`config.mk`:
```
export PLATFORM = sky130hd
export DESIGN_NAME = dma_stream_writer
export DESIGN_NICKNAME = d
export VERILOG_FILES = /design/src/rtl/dma_pkg.sv /design/src/rtl/dma_stream_writer_byte_packer.sv /design/src/rtl/dma_stream_writer.sv
export SDC_FILE = /design/constraint.sdc
export NUM_CORES = 1
export LEC_CHECK = 0
export BUFFER_PORTS_ARGS = -buffer_cell sky130_fd_sc_hd__buf_4
export CORE_MARGIN = 2
export CORE_UTILIZATION = 37
export CTS_BUF_LIST = sky130_fd_sc_hd__clkbuf_16
export DETAILED_ROUTE_END_ITERATION = 8
export PLACE_DENSITY = 0.57
export SETUP_SLACK_MARGIN = 0.5
export SYNTH_ARGS = -nofsm -noshare
export SYNTH_HDL_FRONTEND = slang
export SYNTH_HIERARCHICAL = 1
export SYNTH_SLANG_ARGS = --single-unit
```
`constraint.sdc`:
```
create_clock -name clk -period 4.8 [get_ports clk]
set_clock_uncertainty 0.15 [all_clocks]
set_input_delay 1.44 -clock clk [delete_from_list [all_inputs] [get_ports clk]]
set_output_delay 1.44 -clock clk [all_outputs]
set_load 0.005 [all_outputs]
```
`src/rtl/dma_pkg.sv`:
```
// Shared definitions for the DMA stream writer: FSM state encoding and
// word-packing constants.
package dma_pkg;

    typedef enum logic [2:0] {
        IDLE,
        GRANT,
        PACK,
        WRITE,
        DONE,
        RELEASE
    } state_e;

    localparam int BYTES_PER_WORD = 4;
    localparam int WORD_ADDR_STEP = 4;

endpackage

```
`src/rtl/dma_stream_writer_byte_packer.sv`:
```
// Collects accepted bytes little-endian into a 32-bit word; flags the cycle
// in which the final byte of a word is accepted.
module byte_packer
    import dma_pkg::*;
(
    input  logic        clk,
    input  logic        rst_n,
    input  logic        clear_i,
    input  logic        accept_i,
    input  logic [7:0]  byte_i,
    output logic [31:0] word_o,
    output logic        last_o
);

    localparam int IDX_W = $clog2(BYTES_PER_WORD);

    logic [IDX_W-1:0] idx_q, idx_d;
    logic [31:0]      word_q, word_d;

    always_comb begin
        idx_d  = idx_q;
        word_d = word_q;
        if (clear_i) begin
            idx_d  = '0;
            word_d = '0;
        end else if (accept_i) begin
            word_d[8*idx_q +: 8] = byte_i;
            idx_d                = idx_q + 1'b1;
        end
    end

    always_ff @(posedge clk or negedge rst_n) begin
        if (!rst_n) begin
            idx_q  <= '0;
            word_q <= '0;
        end else begin
            idx_q  <= idx_d;
            word_q <= word_d;
        end
    end

    assign word_o = word_q;
    assign last_o = accept_i && (idx_q == IDX_W'(BYTES_PER_WORD - 1));

endmodule

```
`src/rtl/dma_stream_writer.sv`:
```
// DMA responder: grants a request, packs peripheral bytes into words and
// writes them to memory at incrementing word addresses.
module dma_stream_writer
    import dma_pkg::*;
#(
    parameter int ADDR_W = 32,
    parameter int CNT_W  = 16
) (
    input  logic              clk,
    input  logic              reset,
    input  logic              dma_request,
    input  logic [ADDR_W-1:0] start_address,
    input  logic [CNT_W-1:0]  transfer_words,
    output logic              dma_ack,
    output logic              busy,
    output logic              abort,
    input  logic              peripheral_valid,
    input  logic [7:0]        peripheral_data_in,
    output logic              peripheral_ready,
    output logic [ADDR_W-1:0] memory_address,
    output logic [31:0]       memory_data_out,
    output logic              memory_write_enable,
    input  logic              memory_ready,
    output state_e            state_o
);

    // Handshakes: a byte moves on a rising edge where peripheral_valid and
    // peripheral_ready are both high; a write completes on a rising edge where
    // memory_write_enable and memory_ready are both high. Neither ready/enable
    // ever depends combinationally on the partner's valid/ready.

    state_e            state_q, state_d;
    logic [ADDR_W-1:0] addr_q, addr_d;
    logic [CNT_W-1:0]  words_left_q, words_left_d;
    logic              byte_accept;
    logic              word_last;
    logic              packer_clear;

    assign byte_accept = peripheral_valid && peripheral_ready;

    byte_packer u_packer (
        .clk      (clk),
        .rst_n    (reset),
        .clear_i  (packer_clear),
        .accept_i (byte_accept),
        .byte_i   (peripheral_data_in),
        .word_o   (memory_data_out),
        .last_o   (word_last)
    );

    always_comb begin
        state_d             = state_q;
        addr_d              = addr_q;
        words_left_d        = words_left_q;
        dma_ack             = 1'b0;
        busy                = (state_q != IDLE);
        abort               = 1'b0;
        peripheral_ready    = 1'b0;
        memory_write_enable = 1'b0;
        packer_clear        = 1'b0;
        case (state_q)
            IDLE: begin
                if (dma_request) begin
                    addr_d       = {start_address[ADDR_W-1:2], 2'b00};
                    words_left_d = transfer_words;
                    state_d      = GRANT;
                end
            end
            GRANT: begin
                dma_ack = 1'b1;
                state_d = (words_left_q == '0) ? DONE : PACK;
            end
            PACK: begin
                // A dropped request throws away any bytes of the partial word.
                if (!dma_request) begin
                    abort        = 1'b1;
                    packer_clear = 1'b1;
                    state_d      = IDLE;
                end else begin
                    peripheral_ready = 1'b1;
                    if (word_last) begin
                        state_d = WRITE;
                    end
                end
            end
            WRITE: begin
                memory_write_enable = 1'b1;
                if (memory_ready) begin
                    addr_d       = addr_q + ADDR_W'(WORD_ADDR_STEP);
                    words_left_d = words_left_q - 1'b1;
                    if (!dma_request) begin
                        abort   = 1'b1;
                        state_d = IDLE;
                    end else if (words_left_q == CNT_W'(1)) begin
                        state_d = DONE;
                    end else begin
                        state_d = PACK;
                    end
                end
            end
            DONE: begin
                dma_ack = 1'b1;
                state_d = RELEASE;
            end
            RELEASE: begin
                if (!dma_request) begin
                    state_d = IDLE;
                end
            end
            default: state_d = IDLE;
        endcase
    end

    always_ff @(posedge clk or negedge reset) begin
        if (!reset) begin
            state_q      <= IDLE;
            addr_q       <= '0;
            words_left_q <= '0;
        end else begin
            state_q      <= state_d;
            addr_q       <= addr_d;
            words_left_q <= words_left_d;
        end
    end

    assign memory_address = addr_q;
    assign state_o        = state_q;

endmodule

```
==> flow_summary.html, run 1 <==
<table>
<tr><th>Metric</th><th>Value</th></tr>
<tr><th colspan="2">Worst setup path</th></tr>
<tr><td>End point of the critical path</td><td>peripheral_ready</td></tr>
<tr><td>Startpoint kind of the worst setup timing path</td><td>input port</td></tr>
<tr><td>Required @ worst endpoint</td><td>3.21 ns</td></tr>
<tr><td>Worst EP arrival</td><td>1.94 ns</td></tr>
<tr><td>End of the worst register-to-register path</td><td>memory_address[18]$_DFFE_PN0P_</td></tr>
<tr><td>Worst Setup SP</td><td>dma_request</td></tr>
<tr><td>Worst Path Max Fanout</td><td>9</td></tr>
<tr><td>Kind of critical path</td><td>input port to output pin</td></tr>
<tr><td>Depth of the most critical reg-to-reg path</td><td>5</td></tr>
<tr><td>Critical register-to-register path startpoint</td><td>state_o[0]$_DFFE_PN0P_</td></tr>
<tr><td>Kind of end point of the critical path</td><td>output pin</td></tr>
<tr><td>Worst R2R Setup Slack</td><td>1.95 ns</td></tr>
<tr><th colspan="2">Floorplan</th></tr>
<tr><td>Number of ports placed on the die boundary</td><td>133</td></tr>
<tr><td>Starting Density</td><td>37.6%</td></tr>
<tr><td>Die height</td><td>120 um</td></tr>
<tr><td>Horizontal extent of the die</td><td>120 um</td></tr>
<tr><td>Die outline area</td><td>14300 um2</td></tr>
<tr><td>Area inside the core boundary</td><td>13100 um2</td></tr>
<tr><td>Standard-cell rows</td><td>42</td></tr>
<tr><th colspan="2">Route</th></tr>
<tr><td>Routed vias</td><td>4884</td></tr>
<tr><td>Detailed-route vias per instance</td><td>5.91</td></tr>
<tr><td>Antenna-violating nets left</td><td>0</td></tr>
<tr><td>Post-route DRC violation count</td><td>0</td></tr>
<tr><td>Routed length per placed instance</td><td>18.1 um</td></tr>
<tr><td>DRT Pass-1 Iters</td><td>5</td></tr>
<tr><td>Initial detailed-routing violation count</td><td>356</td></tr>
<tr><td>Wirelength, routed</td><td>15.0 mm</td></tr>
<tr><th colspan="2">Logic synthesis</th></tr>
<tr><td>Fraction of registers with async set or reset after synthesis</td><td>100%</td></tr>
<tr><td>EDFF count, synth</td><td>0</td></tr>
<tr><td>Biggest area contributors in the synthesized netlist</td><td>dfrtp_1 42%, a32o_1 4.9%, nand2_1 4.0%, a21oi_1 3.5%, o21ai_0 2.9%</td></tr>
<tr><td>Synthesized cell area</td><td>4940 um2</td></tr>
<tr><td>Leading area contributor after synthesis</td><td>dfrtp_1</td></tr>
<tr><td>Netlist cell types</td><td>63</td></tr>
<tr><td>Count of state elements after synthesis</td><td>83</td></tr>
<tr><td>Top cells by count, synth</td><td>83 x dfrtp_1, 52 x nand2_1, 35 x a21oi_1</td></tr>
<tr><td>Mean post-synth cell area</td><td>9.17 um2</td></tr>
<tr><td>Post-synth top area share</td><td>42.0%</td></tr>
<tr><td>Seq/Total Area, Yosys</td><td>42.0%</td></tr>
<tr><td>Most frequently used cell type in the post-synthesis netlist</td><td>dfrtp_1</td></tr>
<tr><td>Prevailing post-synth register cell</td><td>dfrtp_1</td></tr>
<tr><td>Warning count from the yosys run</td><td>6</td></tr>
<tr><td>Synth Instances</td><td>539</td></tr>
<tr><th colspan="2">Global routing</th></tr>
<tr><td>GR Util All Layers</td><td>21.1%</td></tr>
<tr><td>Vias in the first global route</td><td>4571</td></tr>
<tr><td>Overflow left after global routing</td><td>0</td></tr>
<tr><td>Antenna violations before repair</td><td>0</td></tr>
<tr><td>Pin count of the biggest net entering global routing</td><td>69</td></tr>
<tr><td>First-pass GRT wire length</td><td>24.2 mm</td></tr>
<tr><th colspan="2">Clock tree</th></tr>
<tr><td>Num CTS Buffers</td><td>9</td></tr>
<tr><td>Clock-pin slew on the worst setup and hold paths</td><td>0.06 ns</td></tr>
<tr><td>Clock insertion delay at the later pin of the skew report</td><td>0.34 ns</td></tr>
<tr><td>Max clock buf depth</td><td>2</td></tr>
<tr><td>Number of clock sinks seen by CTS</td><td>83</td></tr>
<tr><td>Cts repair resizes</td><td>0</td></tr>
<tr><td>Cts-stage hold buffer count</td><td>0</td></tr>
<tr><td>H-tree depth</td><td>3</td></tr>
<tr><td>Root Buffer</td><td>clkbuf_16</td></tr>
<tr><td>Post CTS Setup Buffer Count</td><td>0</td></tr>
<tr><td>CTS tree</td><td>built</td></tr>
<tr><th colspan="2">Power and ir drop</th></tr>
<tr><td>VDD IR max</td><td>0.000300 V</td></tr>
<tr><td>Switching part of the total power</td><td>41.1%</td></tr>
<tr><td>Cell-internal power</td><td>2020 uW</td></tr>
<tr><td>Sequential share of power</td><td>38.1%</td></tr>
<tr><td>Post-route total power</td><td>3440 uW</td></tr>
<tr><td>Relative contribution of combinational cells to total power</td><td>42.1%</td></tr>
<tr><td>Net switching power of the design</td><td>1410 uW</td></tr>
<tr><td>Cell Pwr Density</td><td>547 nW/um2</td></tr>
<tr><td>Clock network power share</td><td>19.7%</td></tr>
<tr><td>P_leak</td><td>0.00265 uW</td></tr>
<tr><th colspan="2">Final layout</th></tr>
<tr><td>Final non-filler cell total</td><td>826</td></tr>
<tr><td>Design area</td><td>6280 um2</td></tr>
<tr><td>Number of antenna repair diodes</td><td>0</td></tr>
<tr><td>Fraction of layout cells with a size suffix above 1</td><td>25.5%</td></tr>
<tr><td>Nets@finish</td><td>714</td></tr>
<tr><td>Fill cell instance count of the final layout</td><td>1275</td></tr>
<tr><td>Area overhead of the layout relative to synthesis</td><td>27.2%</td></tr>
<tr><th colspan="2">STA</th></tr>
<tr><td>Time the worst path needs with I/O delays and setup</td><td>3.53 ns</td></tr>
<tr><td>Unrepaired setup endpoints after global routing</td><td>no</td></tr>
<tr><td>Setup TNS Final</td><td>0 ns</td></tr>
<tr><td>Total count of hold-check failures in the final report</td><td>0</td></tr>
<tr><td>Fmax</td><td>283 MHz</td></tr>
<tr><td>Final clock period utilization by the worst path</td><td>73.6%</td></tr>
<tr><td>Slew margin rel.</td><td>35.2%</td></tr>
<tr><td>Final setup violating endpoints</td><td>0</td></tr>
<tr><td>Final count of pins violating max slew</td><td>0</td></tr>
<tr><td>Least setup slack across all paths after layout</td><td>1.27 ns</td></tr>
<tr><td>Worst-margin pin slew</td><td>0.964 ns</td></tr>
<tr><th colspan="2">Place</th></tr>
<tr><td>Gp weighted congestion</td><td>0.831</td></tr>
<tr><td>Number of instances in the placed design</td><td>810</td></tr>
<tr><td>Quantity of I/O buffers inserted on ports</td><td>128</td></tr>
<tr><td>Total cell area at the placement stage</td><td>6000 um2</td></tr>
<tr><td>HPWL reported at the end of detailed placement</td><td>10.4 mm</td></tr>
<tr><td>Worst setup timing slack at the placement stage</td><td>1.01 ns</td></tr>
<tr><th colspan="2">Hold path</th></tr>
<tr><td>Type of the most critical hold path</td><td>register to register</td></tr>
<tr><th colspan="2">Run status</th></tr>
<tr><td>Outcome</td><td>completed</td></tr>
<tr><th colspan="2">Flow run</th></tr>
<tr><td>MaxCap Viol Count</td><td>0</td></tr>
</table>
[worst max-delay path, cell delays in order]
cell	delay, ns
buf_4	0.13
inv_1	0.06
nor3_1	0.17
buf_4	0.14
[how the worst min path moves through the flow]
stage,start,to,slack [ns],cells after the start
2_1_floorplan,u_packer/word_o[10]$_DFFE_PN0P_,u_packer/word_o[10]$_DFFE_PN0P_,0.34,1
3_3_place_gp,u_packer/word_o[14]$_DFFE_PN0P_,u_packer/word_o[14]$_DFFE_PN0P_,0.32,1
3_5_place_dp,u_packer/word_o[8]$_DFFE_PN0P_,u_packer/word_o[8]$_DFFE_PN0P_,0.33,1
4_1_cts,u_packer/word_o[8]$_DFFE_PN0P_,u_packer/word_o[8]$_DFFE_PN0P_,0.35,1
5_1_grt,u_packer/word_o[8]$_DFFE_PN0P_,u_packer/word_o[8]$_DFFE_PN0P_,0.37,1
6_report,u_packer/word_o[4]$_DFFE_PN0P_,u_packer/word_o[4]$_DFFE_PN0P_,0.34,1
[state kept, by name, summed over array words and instances (netlist names)]
name	cells
memory_address	30
state_o	3
u_packer/idx_q	2
u_packer/word_o	32
words_left_q	16
[placed cells by master (no fill, tap or decap), drive strengths merged, types with 3 or more instances in the layout]
cell	Yosys	routed
o21ai	29	29
a31oi	8	8
o32ai	9	9
a21oi	35	35
a211oi	8	8
or4	9	9
nor3	15	15
nor3b	4	4
buf	16	137
and2	10	10
and4	5	5
inv	21	23
clkbuf	27	9
nor4	10	10
nand3	21	21
a311oi	4	4
nor2b	12	12
a2bb2oi	12	12
nand4	16	16
a32o	24	24
o22ai	13	13
o31ai	3	3
nand4b	3	3
nor2	25	25
mux2i	3	3
clkinv	1	5
o21bai	3	3
dfrtp	83	83
o211ai	11	11
ha	8	8
a211o	4	4
and3	8	8
nand2	52	52
[cells by family (layout without fill, tap and decap cells)]
kind of cell	Yosys count	in the layout	synth area share [%]
flops	83	83	42.0
other cells	1	2	0.0759
compound gates	177	177	26.7
xor+xnor	2	2	0.355
buf+inv	65	175	5.87
simple gates	200	200	22.3
mux	3	3	0.608
fa+ha+maj	8	8	2.03
[power by group through the flow]
stage	Clock, uW	Combinational [uW]	Sequential [uW]
after floorplan	0	914	1220
after global placement	0	1420	1310
after detailed placement	0	1450	1310
after CTS	695	1450	1300
after global routing	719	1610	1370
final	678	1450	1310
[cell type report]
cell class	instances	area, um2	area share, %
Tap cell	176	220	3.50
Clock inverter	7	60.1	0.956
Sequential cell	83	2080	33.1
Inverter	22	82.6	1.31
Timing Repair Buffer	137	1040	16.6
Multi-Input combinational cell	392	2580	41.0
Clock buffer	9	225	3.58
[per-stage QoR]
| stage | util, % | hold slack [ns] |
|---|---|---|
| floorplan | - | 0.337 |
| global placement | 45.7 | 0.323 |
| detailed placement | 45.7 | 0.334 |
| CTS | 47.8 | 0.348 |
| global route | 47.8 | 0.370 |
| finish | 47.8 | 0.343 |
[routing by layer]
layer / part of all wire [%] / track usage (%) / vias up / wire [um]
li1: - / - / 2288 / -
met1: 46 / 30.7 / 2402 / 6930
met2: 46 / 32.1 / 180 / 6870
met3: 6.3 / 3.23 / 14 / 950
met4: 1.5 / 6.91 / 0 / 219
met5: 0 / 0 / - / 0
No activity file was read; power rests on OpenSTA's default activity.
==> inputs of run 2 (changes only) <==
--- a/config.mk
+++ b/config.mk
@@ -10,7 +10,7 @@
 export CORE_UTILIZATION = 37
 export CTS_BUF_LIST = sky130_fd_sc_hd__clkbuf_16
 export DETAILED_ROUTE_END_ITERATION = 8
-export PLACE_DENSITY = 0.57
+export PLACE_DENSITY = 0.59
 export SETUP_SLACK_MARGIN = 0.5
 export SYNTH_ARGS = -nofsm -noshare
 export SYNTH_HDL_FRONTEND = slang
==> constraint.sdc (replaced) <==
create_clock -name clk -period 3.15 [get_ports clk]
set_clock_uncertainty 0.15 [all_clocks]
set_input_delay 0.945 -clock clk [delete_from_list [all_inputs] [get_ports clk]]
set_output_delay 0.945 -clock clk [all_outputs]
set_load 0.005 [all_outputs]
==> run 2 against run 1 <==
Compared with the run above: combinational power rose by 54%; via count barely moved; critical endpoint is now memory_address[19]$_DFFE_PN0P_; non-clock buffer count rose by 6; register-to-register slack got worse by 1.3 ns; first-iteration DRC count rose by 0.56%; hold slack improved by 0.0030 ns; setup slack got worse by 0.72 ns; utilization rose by 0.53 points; clock-buffer cell count did not move; clock power rose by 53%; sequential power rose by 54%; die area did not move; largest cell class unchanged.
==> flow_summary.html, run 2 (same netlist as run 1, synthesis figures left out) <==
<table>
<tr><th>Metric</th><th>Value</th></tr>
<tr><th colspan="2">Run status</th></tr>
<tr><td>Outcome</td><td>completed (unchanged)</td></tr>
<tr><th colspan="2">Place</th></tr>
<tr><td>Number of instances in the placed design</td><td>814 (was 810)</td></tr>
<tr><td>Quantity of I/O buffers inserted on ports</td><td>128 (unchanged)</td></tr>
<tr><td>Gp weighted congestion</td><td>0.868 (was 0.831)</td></tr>
<tr><td>HPWL reported at the end of detailed placement</td><td>10.4 mm (about the same)</td></tr>
<tr><td>Worst setup timing slack at the placement stage</td><td>0.173 ns (was 1.01 ns)</td></tr>
<tr><th colspan="2">Final layout</th></tr>
<tr><td>Area of the multi-input gates</td><td>2590 um2 (was 2580 um2)</td></tr>
<tr><td>Fraction of layout cells with a size suffix above 1</td><td>27.0% (was 25.5%)</td></tr>
<tr><td>Most common cell after layout, fill and taps aside</td><td>buf_4 (unchanged)</td></tr>
<tr><td>Number of antenna repair diodes</td><td>0 (unchanged)</td></tr>
<tr><td>Register cell area after layout</td><td>2080 um2 (about the same)</td></tr>
<tr><td>Share of the core filled with cells in the final layout</td><td>48.4% (was 47.8%)</td></tr>
<tr><td>Area overhead of the layout relative to synthesis</td><td>28.6% (was 27.2%)</td></tr>
<tr><td>Fill cell instance count of the final layout</td><td>1297 (was 1275)</td></tr>
<tr><td>Final non-filler cell total</td><td>831 (was 826)</td></tr>
<tr><td>Number of flip-flops under the largest register name</td><td>32 (unchanged)</td></tr>
<tr><td>Nets@finish</td><td>721 (was 714)</td></tr>
<tr><td>Most frequent cells in the layout</td><td>141 x buf_4, 80 x dfrtp_1, 52 x nand2_1, 35 x a21oi_1, 29 x o21ai_0 (was 136 x buf_4, 83 x dfrtp_1, 52 x nand2_1, 35 x a21oi_1, 29 x o21ai_0)</td></tr>
<tr><th colspan="2">Floorplan</th></tr>
<tr><td>Starting Density</td><td>37.6% (unchanged)</td></tr>
<tr><td>Die height</td><td>120 um (unchanged)</td></tr>
<tr><td>Die outline area</td><td>14300 um2 (unchanged)</td></tr>
<tr><td>Area inside the core boundary</td><td>13100 um2 (unchanged)</td></tr>
<tr><td>Number of ports placed on the die boundary</td><td>133 (unchanged)</td></tr>
<tr><td>Horizontal extent of the die</td><td>120 um (unchanged)</td></tr>
<tr><td>Standard-cell rows</td><td>42 (unchanged)</td></tr>
<tr><th colspan="2">STA</th></tr>
<tr><td>Least setup slack across all paths after layout</td><td>0.553 ns (was 1.27 ns)</td></tr>
<tr><td>Time the worst path needs with I/O delays and setup</td><td>2.60 ns</td></tr>
<tr><td>Fmax</td><td>385 MHz</td></tr>
<tr><td>Final count of pins violating max slew</td><td>0 (unchanged)</td></tr>
<tr><td>Unrepaired setup endpoints after global routing</td><td>no (unchanged)</td></tr>
<tr><td>Slew margin rel.</td><td>49.7% (was 35.2%)</td></tr>
<tr><td>Setup TNS Final</td><td>0 ns (unchanged)</td></tr>
<tr><td>Final setup violating endpoints</td><td>0 (unchanged)</td></tr>
<tr><td>Total count of hold-check failures in the final report</td><td>0 (unchanged)</td></tr>
<tr><td>Worst-margin pin slew</td><td>0.748 ns (was 0.964 ns)</td></tr>
<tr><td>Final clock period utilization by the worst path</td><td>82.5%</td></tr>
<tr><td>Post-route worst hold slack</td><td>0.346 ns (was 0.343 ns)</td></tr>
<tr><th colspan="2">Route</th></tr>
<tr><td>Detailed-route vias per instance</td><td>5.88 (was 5.91)</td></tr>
<tr><td>Wirelength, routed</td><td>15.0 mm (about the same)</td></tr>
<tr><td>Post-route DRC violation count</td><td>0 (unchanged)</td></tr>
<tr><td>Antenna-violating nets left</td><td>0 (unchanged)</td></tr>
<tr><td>Routed length per placed instance</td><td>18.1 um (about the same)</td></tr>
<tr><td>DRT Pass-1 Iters</td><td>5 (unchanged)</td></tr>
<tr><td>Initial detailed-routing violation count</td><td>358 (was 356)</td></tr>
<tr><td>Routed vias</td><td>4883 (was 4884)</td></tr>
<tr><th colspan="2">Power and ir drop</th></tr>
<tr><td>P_leak</td><td>0.00268 uW (was 0.00265 uW)</td></tr>
<tr><td>Cell Pwr Density</td><td>833 nW/um2 (was 547 nW/um2)</td></tr>
<tr><td>VDD IR max</td><td>0.000376 V (was 0.000300 V)</td></tr>
<tr><th colspan="2">Clock tree</th></tr>
<tr><td>H-tree depth</td><td>3 (unchanged)</td></tr>
<tr><td>Clock insertion delay at the later pin of the skew report</td><td>0.35 ns (was 0.34 ns)</td></tr>
<tr><td>Max clock buf depth</td><td>2 (unchanged)</td></tr>
<tr><td>Num CTS Buffers</td><td>9 (unchanged)</td></tr>
<tr><td>CTS tree</td><td>built (unchanged)</td></tr>
<tr><td>Clock-pin slew on the worst setup and hold paths</td><td>0.06 ns (about the same)</td></tr>
<tr><td>Cts-stage hold buffer count</td><td>0 (unchanged)</td></tr>
<tr><td>Number of clock sinks seen by CTS</td><td>83 (unchanged)</td></tr>
<tr><td>Root Buffer</td><td>clkbuf_16 (unchanged)</td></tr>
<tr><th colspan="2">Worst setup path</th></tr>
<tr><td>Depth of the most critical reg-to-reg path</td><td>5 (unchanged)</td></tr>
<tr><td>Kind of critical path</td><td>input port to register (was input port to output pin)</td></tr>
<tr><td>Startpoint kind of the worst setup timing path</td><td>input port (unchanged)</td></tr>
<tr><td>Worst EP arrival</td><td>2.66 ns (was 1.94 ns)</td></tr>
<tr><td>Required @ worst endpoint</td><td>3.22 ns (was 3.21 ns)</td></tr>
<tr><td>Worst Path Max Fanout</td><td>18 (was 9)</td></tr>
<tr><td>Kind of end point of the critical path</td><td>register (was output pin)</td></tr>
<tr><th colspan="2">Global routing</th></tr>
<tr><td>Pin count of the biggest net entering global routing</td><td>55 (was 69)</td></tr>
<tr><td>Antenna violations before repair</td><td>0 (unchanged)</td></tr>
<tr><td>Overflow left after global routing</td><td>0 (unchanged)</td></tr>
<tr><td>Vias in the first global route</td><td>4576 (was 4571)</td></tr>
<tr><td>GR Util All Layers</td><td>20.9% (was 21.1%)</td></tr>
<tr><td>First-pass GRT wire length</td><td>23.9 mm (was 24.2 mm)</td></tr>
<tr><th colspan="2">Hold path</th></tr>
<tr><td>Hold depth</td><td>1 (unchanged)</td></tr>
<tr><td>Type of the most critical hold path</td><td>register to register (unchanged)</td></tr>
<tr><th colspan="2">Flow run</th></tr>
<tr><td>MaxCap Viol Count</td><td>0 (unchanged)</td></tr>
</table>
==> run 2: cell count changes in the layout (fill, tap and decap cells not counted) <==
cell        before  now
buf_4          136  141
dfrtp_1         83   80
dfrtp_2          0    3
clkinv_1         2    0
buf_12           1    2
clkinvlp_4       0    1
inv_1           22   21
inv_2            1    0
inv_4            0    1
or4b_2           0    1
==> run 2: power breakdown <==
group / switching [uW] / total (uW) / internal [uW]
sequential: 577 / 2020 / 1450
clock: 432 / 1040 / 604
combinational: 1170 / 2230 / 1070
==> run 2: layout make-up <==
cell class / instances / share of cell area, %
multi-input combinational: 393 / 40.7
clock inverter: 5 / 0.886
timing repair buffer: 143 / 17.3
clock buffer: 9 / 3.54
inverter: 22 / 1.34
tap: 176 / 3.47
sequential: 83 / 32.7
==> run 2: repair_timing <==
action,4_1_cts,5_1_grt
setup buffers,2,0
gates resized for setup,2,2
endpoints found under the hold margin,0,0
pin swaps,0,0
setup endpoints to repair,1,2
cloned,0,1
==> run 2: worst paths after layout <==
path / slack, ns / endpoint / from
min in group asynchronous: 0.38 / u_packer/word_o[31]$_DFFE_PN0P_ / reset
worst min-delay path: 0.35 / u_packer/word_o[23]$_DFFE_PN0P_ / u_packer/word_o[23]$_DFFE_PN0P_
worst max register to register: 0.68 / memory_address[19]$_DFFE_PN0P_ / state_o[0]$_DFFE_PN0P_
worst max-delay path: 0.55 / memory_address[19]$_DFFE_PN0P_ / dma_request
max in group asynchronous: 1.82 / memory_address[4]$_DFFE_PN0P_ / reset
worst min register to register: 0.35 / u_packer/word_o[23]$_DFFE_PN0P_ / u_packer/word_o[23]$_DFFE_PN0P_
==> run 2: per-stage QoR <==
step | power (uW) | cell area, um2
floorplan | 3250 | 4950
CTS | 5310 | 6340
detailed placement | 4240 | 6040
finish | 5290 | 6350
global placement | 4180 | 6040
global route | 5680 | 6350
==> run 2: critical path: stages <==
cell and delay [ns]:
buf_4 0.15, or4b_4 0.58, and2_1 0.32, buf_4 0.25
o31ai_1 0.29, o21ai_0 0.12
==> run 2: metal layers <==
layer	vias up	part of all wire [%]	global-route usage (%)
met5	-	0	0
met4	0	1.7	5.96
met3	21	5.7	5.61
met2	177	47	33.0
met1	2397	45	28.2
li1	2288	-	-
==> inputs of run 3 (changes only) <==
==> constraint.sdc (replaced) <==
create_clock -name clk -period 2.3 [get_ports clk]
set_clock_uncertainty 0.15 [all_clocks]
set_input_delay 0.69 -clock clk [delete_from_list [all_inputs] [get_ports clk]]
set_output_delay 0.69 -clock clk [all_outputs]
set_load 0.005 [all_outputs]
==> run 3 against run 2 <==
Compared with the run above: clock-buffer cell count did not move; register-to-register slack got worse by 0.55 ns; non-clock buffer count rose by 86; critical path type is now register to output pin; largest power group unchanged.
==> flow_summary.html, run 3 (same netlist as run 1, synthesis figures left out) <==
<table>
<tr><th>Metric</th><th>Value</th></tr>
<tr><th colspan="2">Worst setup path</th></tr>
<tr><td>Critical-path cell with the highest stage delay</td><td>dfrtp_1 (was or4b_4)</td></tr>
<tr><td>Critical register-to-register path startpoint</td><td>state_o[2]$_DFFE_PN0P_ (was state_o[0]$_DFFE_PN0P_)</td></tr>
<tr><td>Kind of end point of the critical path</td><td>output pin (was register)</td></tr>
<tr><td>Total stage count of the critical path</td><td>3 (was 6)</td></tr>
<tr><td>Number of buffers and inverters on the critical path</td><td>2 (unchanged)</td></tr>
<tr><td>Worst R2R Setup Slack</td><td>0.13 ns (was 0.68 ns)</td></tr>
<tr><td>Top delay family on crit path</td><td>flip-flops (was simple AND/OR/NAND/NOR gates)</td></tr>
<tr><td>Kind of critical path</td><td>register to output pin (was input port to register)</td></tr>
<tr><td>Required @ worst endpoint</td><td>1.46 ns (was 3.22 ns)</td></tr>
<tr><td>CP dominant cell by count</td><td>buf_6 (was buf_4)</td></tr>
<tr><td>Worst Path Max Fanout</td><td>6 (was 18)</td></tr>
<tr><td>End of the worst register-to-register path</td><td>memory_address[28]$_DFFE_PN0P_ (was memory_address[19]$_DFFE_PN0P_)</td></tr>
<tr><td>Startpoint kind of the worst setup timing path</td><td>register (was input port)</td></tr>
<tr><td>Worst stage delay on the critical path</td><td>0.39 ns (was 0.58 ns)</td></tr>
<tr><td>Cells traversed along the worst timing path</td><td>buf_6 &gt; or3_4 &gt; buf_6 (was buf_4 &gt; or4b_4 &gt; and2_1 &gt; buf_4 &gt; o31ai_1 &gt; o21ai_0)</td></tr>
<tr><td>Depth of the most critical reg-to-reg path</td><td>5 (unchanged)</td></tr>
<tr><td>Worst EP arrival</td><td>1.37 ns (was 2.66 ns)</td></tr>
<tr><td>Worst Setup SP</td><td>state_o[1]$_DFFE_PN0P_ (was dma_request)</td></tr>
<tr><td>End point of the critical path</td><td>busy (was memory_address[19]$_DFFE_PN0P_)</td></tr>
<tr><th colspan="2">Final layout</th></tr>
<tr><td>Fraction of layout cells with a size suffix above 1</td><td>42.7% (was 27.0%)</td></tr>
<tr><td>Number of antenna repair diodes</td><td>0 (unchanged)</td></tr>
<tr><td>Fill cell instance count of the final layout</td><td>1159 (was 1297)</td></tr>
<tr><td>Final non-filler cell total</td><td>918 (was 831)</td></tr>
<tr><td>Area overhead of the layout relative to synthesis</td><td>53.6% (was 28.6%)</td></tr>
<tr><td>Number of flip-flops under the largest register name</td><td>32 (unchanged)</td></tr>
<tr><td>Nets@finish</td><td>806 (was 721)</td></tr>
<tr><td>Most common cell after layout, fill and taps aside</td><td>buf_4 (unchanged)</td></tr>
<tr><td>Most frequent cells in the layout</td><td>178 x buf_4, 66 x dfrtp_1, 49 x nand2_1, 40 x buf_6, 24 x a32o_1 (was 141 x buf_4, 80 x dfrtp_1, 52 x nand2_1, 35 x a21oi_1, 29 x o21ai_0)</td></tr>
<tr><td>Design area</td><td>7590 um2 (was 6350 um2)</td></tr>
<tr><th colspan="2">Power and ir drop</th></tr>
<tr><td>Net switching power of the design</td><td>3490 uW (was 2170 uW)</td></tr>
<tr><td>Cell-internal power</td><td>5410 uW (was 3120 uW)</td></tr>
<tr><td>Cell Pwr Density</td><td>1170 nW/um2 (was 833 nW/um2)</td></tr>
<tr><td>P_leak</td><td>0.00327 uW (was 0.00268 uW)</td></tr>
<tr><td>Relative contribution of combinational cells to total power</td><td>52.5% (was 42.2%)</td></tr>
<tr><td>VDD IR max</td><td>0.000560 V (was 0.000376 V)</td></tr>
<tr><td>Sequential share of power</td><td>29.4% (was 38.3%)</td></tr>
<tr><td>Clock network power share</td><td>18.1% (was 19.6%)</td></tr>
<tr><td>Switching part of the total power</td><td>39.2% (was 41.1%)</td></tr>
<tr><th colspan="2">Floorplan</th></tr>
<tr><td>Die outline area</td><td>14300 um2 (unchanged)</td></tr>
<tr><td>Die height</td><td>120 um (unchanged)</td></tr>
<tr><td>Standard-cell rows</td><td>42 (unchanged)</td></tr>
<tr><td>Horizontal extent of the die</td><td>120 um (unchanged)</td></tr>
<tr><td>Number of ports placed on the die boundary</td><td>133 (unchanged)</td></tr>
<tr><td>Area inside the core boundary</td><td>13100 um2 (unchanged)</td></tr>
<tr><td>Starting Density</td><td>37.6% (unchanged)</td></tr>
<tr><th colspan="2">STA</th></tr>
<tr><td>Final clock period utilization by the worst path</td><td>96.2%</td></tr>
<tr><td>Time the worst path needs with I/O delays and setup</td><td>2.21 ns</td></tr>
<tr><td>Slew margin rel.</td><td>57.9% (was 49.7%)</td></tr>
<tr><td>Unrepaired setup endpoints after global routing</td><td>yes (was no)</td></tr>
<tr><td>Final setup violating endpoints</td><td>0 (unchanged)</td></tr>
<tr><td>Worst-margin pin slew</td><td>0.632 ns (was 0.748 ns)</td></tr>
<tr><td>Total count of hold-check failures in the final report</td><td>0 (unchanged)</td></tr>
<tr><td>Post-route worst hold slack</td><td>0.128 ns (was 0.346 ns)</td></tr>
<tr><td>Final count of pins violating max slew</td><td>0 (unchanged)</td></tr>
<tr><td>Fmax</td><td>452 MHz</td></tr>
<tr><th colspan="2">Clock tree</th></tr>
<tr><td>Clock insertion delay at the later pin of the skew report</td><td>0.34 ns (was 0.35 ns)</td></tr>
<tr><td>Max clock buf depth</td><td>2 (unchanged)</td></tr>
<tr><td>CTS tree</td><td>built (unchanged)</td></tr>
<tr><td>Num CTS Buffers</td><td>9 (unchanged)</td></tr>
<tr><td>Clock-pin slew on the worst setup and hold paths</td><td>0.07 ns (was 0.06 ns)</td></tr>
<tr><td>Number of clock sinks seen by CTS</td><td>83 (unchanged)</td></tr>
<tr><td>H-tree depth</td><td>3 (unchanged)</td></tr>
<tr><td>Root Buffer</td><td>clkbuf_16 (unchanged)</td></tr>
<tr><th colspan="2">Route</th></tr>
<tr><td>DRT Pass-1 Iters</td><td>5 (unchanged)</td></tr>
<tr><td>Routed vias</td><td>5240 (was 4883)</td></tr>
<tr><td>Wirelength, routed</td><td>16.6 mm (was 15.0 mm)</td></tr>
<tr><td>Post-route DRC violation count</td><td>0 (unchanged)</td></tr>
<tr><td>Antenna-violating nets left</td><td>0 (unchanged)</td></tr>
<tr><td>Detailed-route vias per instance</td><td>5.71 (was 5.88)</td></tr>
<tr><td>Initial detailed-routing violation count</td><td>299 (was 358)</td></tr>
<tr><td>Routed length per placed instance</td><td>18.1 um (about the same)</td></tr>
<tr><th colspan="2">Flow run</th></tr>
<tr><td>MaxCap Viol Count</td><td>0 (unchanged)</td></tr>
<tr><th colspan="2">Place</th></tr>
<tr><td>Quantity of I/O buffers inserted on ports</td><td>128 (unchanged)</td></tr>
<tr><td>Gp weighted congestion</td><td>0.876 (was 0.868)</td></tr>
<tr><td>Number of instances in the placed design</td><td>853 (was 814)</td></tr>
<tr><td>HPWL reported at the end of detailed placement</td><td>11.2 mm (was 10.4 mm)</td></tr>
<tr><td>Total cell area at the placement stage</td><td>6450 um2 (was 6040 um2)</td></tr>
<tr><th colspan="2">Run status</th></tr>
<tr><td>Outcome</td><td>completed (unchanged)</td></tr>
<tr><th colspan="2">Global routing</th></tr>
<tr><td>Vias in the first global route</td><td>5109 (was 4576)</td></tr>
<tr><td>GR Util All Layers</td><td>23.3% (was 20.9%)</td></tr>
<tr><td>Pin count of the biggest net entering global routing</td><td>31 (was 55)</td></tr>
<tr><td>First-pass GRT wire length</td><td>26.7 mm (was 23.9 mm)</td></tr>
<tr><td>Overflow left after global routing</td><td>0 (unchanged)</td></tr>
<tr><td>Antenna violations before repair</td><td>0 (unchanged)</td></tr>
<tr><th colspan="2">Hold path</th></tr>
<tr><td>Type of the most critical hold path</td><td>input port to async pin (was register to register)</td></tr>
</table>
-- run 3: layout make-up --
| class | instances | area (um2) | share of cell area, % |
|---|---|---|---|
| Multi-Input combinational cell | 392 | 2870 | 37.8 |
| Sequential cell | 83 | 2100 | 27.6 |
| Clock inverter | 7 | 104 | 1.37 |
| Tap cell | 176 | 220 | 2.90 |
| Inverter | 22 | 83.8 | 1.10 |
| Timing Repair Buffer | 229 | 1990 | 26.3 |
| Clock buffer | 9 | 225 | 2.97 |
-- run 3: metal layers --
layer | vias up | GRT usage [%] | wire length, um
li1 | 2470 | - | -
met1 | 2557 | 31.4 | 7280
met2 | 190 | 38.0 | 8100
met3 | 23 | 4.71 | 940
met4 | 0 | 7.06 | 285
met5 | - | 0 | 0
-- run 3: timing repair --
item                       in CTS  in global routing
cloned                          1                  0
setup endpoints to repair     104                108
gates resized for setup        64                 42
pin swaps                      29                 11
hold buffers                    0                  0
hold endpoints to repair        0                  0
setup buffers                  35                 13
-- run 3: worst min-delay path by stage --
stage / from / end / slack [ns] / cells past startpoint
2_1_floorplan: reset / memory_address[10]$_DFFE_PN0P_ / 0.24 / 0
3_3_place_gp: u_packer/word_o[7]$_DFFE_PN0P_ / u_packer/word_o[7]$_DFFE_PN0P_ / 0.32 / 1
3_5_place_dp: u_packer/word_o[7]$_DFFE_PN0P_ / u_packer/word_o[7]$_DFFE_PN0P_ / 0.33 / 1
4_1_cts: reset / u_packer/word_o[27]$_DFFE_PN0P_ / 0.14 / 1
5_1_grt: reset / u_packer/word_o[29]$_DFFE_PN0P_ / 0.15 / 1
6_report: reset / u_packer/word_o[29]$_DFFE_PN0P_ / 0.13 / 1
-- run 3: power groups by stage --
stage          sequential, uW  combinational, uW  clock (uW)
3_3_place_gp             2570               3570           0
3_5_place_dp             2600               3640           0
4_1_cts                  2580               4340        1650
2_1_floorplan            2550               2100           0
6_report                 2620               4680        1610
5_1_grt                  2700               5100        1720
-- run 3: stage by stage --
stage	setup slack (ns)	utilization, %	power, uW	TNS (ns)
floorplan	-0.0700	-	4650	-0.199
global placement	-0.105	49.1	6140	-1.54
detailed placement	-0.135	49.1	6240	-1.93
CTS	0.106	55.5	8560	0
global route	0.0410	57.8	9520	0
finish	0.0871	57.8	8910	0
-- run 3: worst register-to-register path, stage by stage (launching register included) --
cell and delay [ns]:
dfrtp_1 0.41, buf_6 0.13, or4b_4 0.58, a211o_1 0.32
or4_1 0.40, o211ai_1 0.09
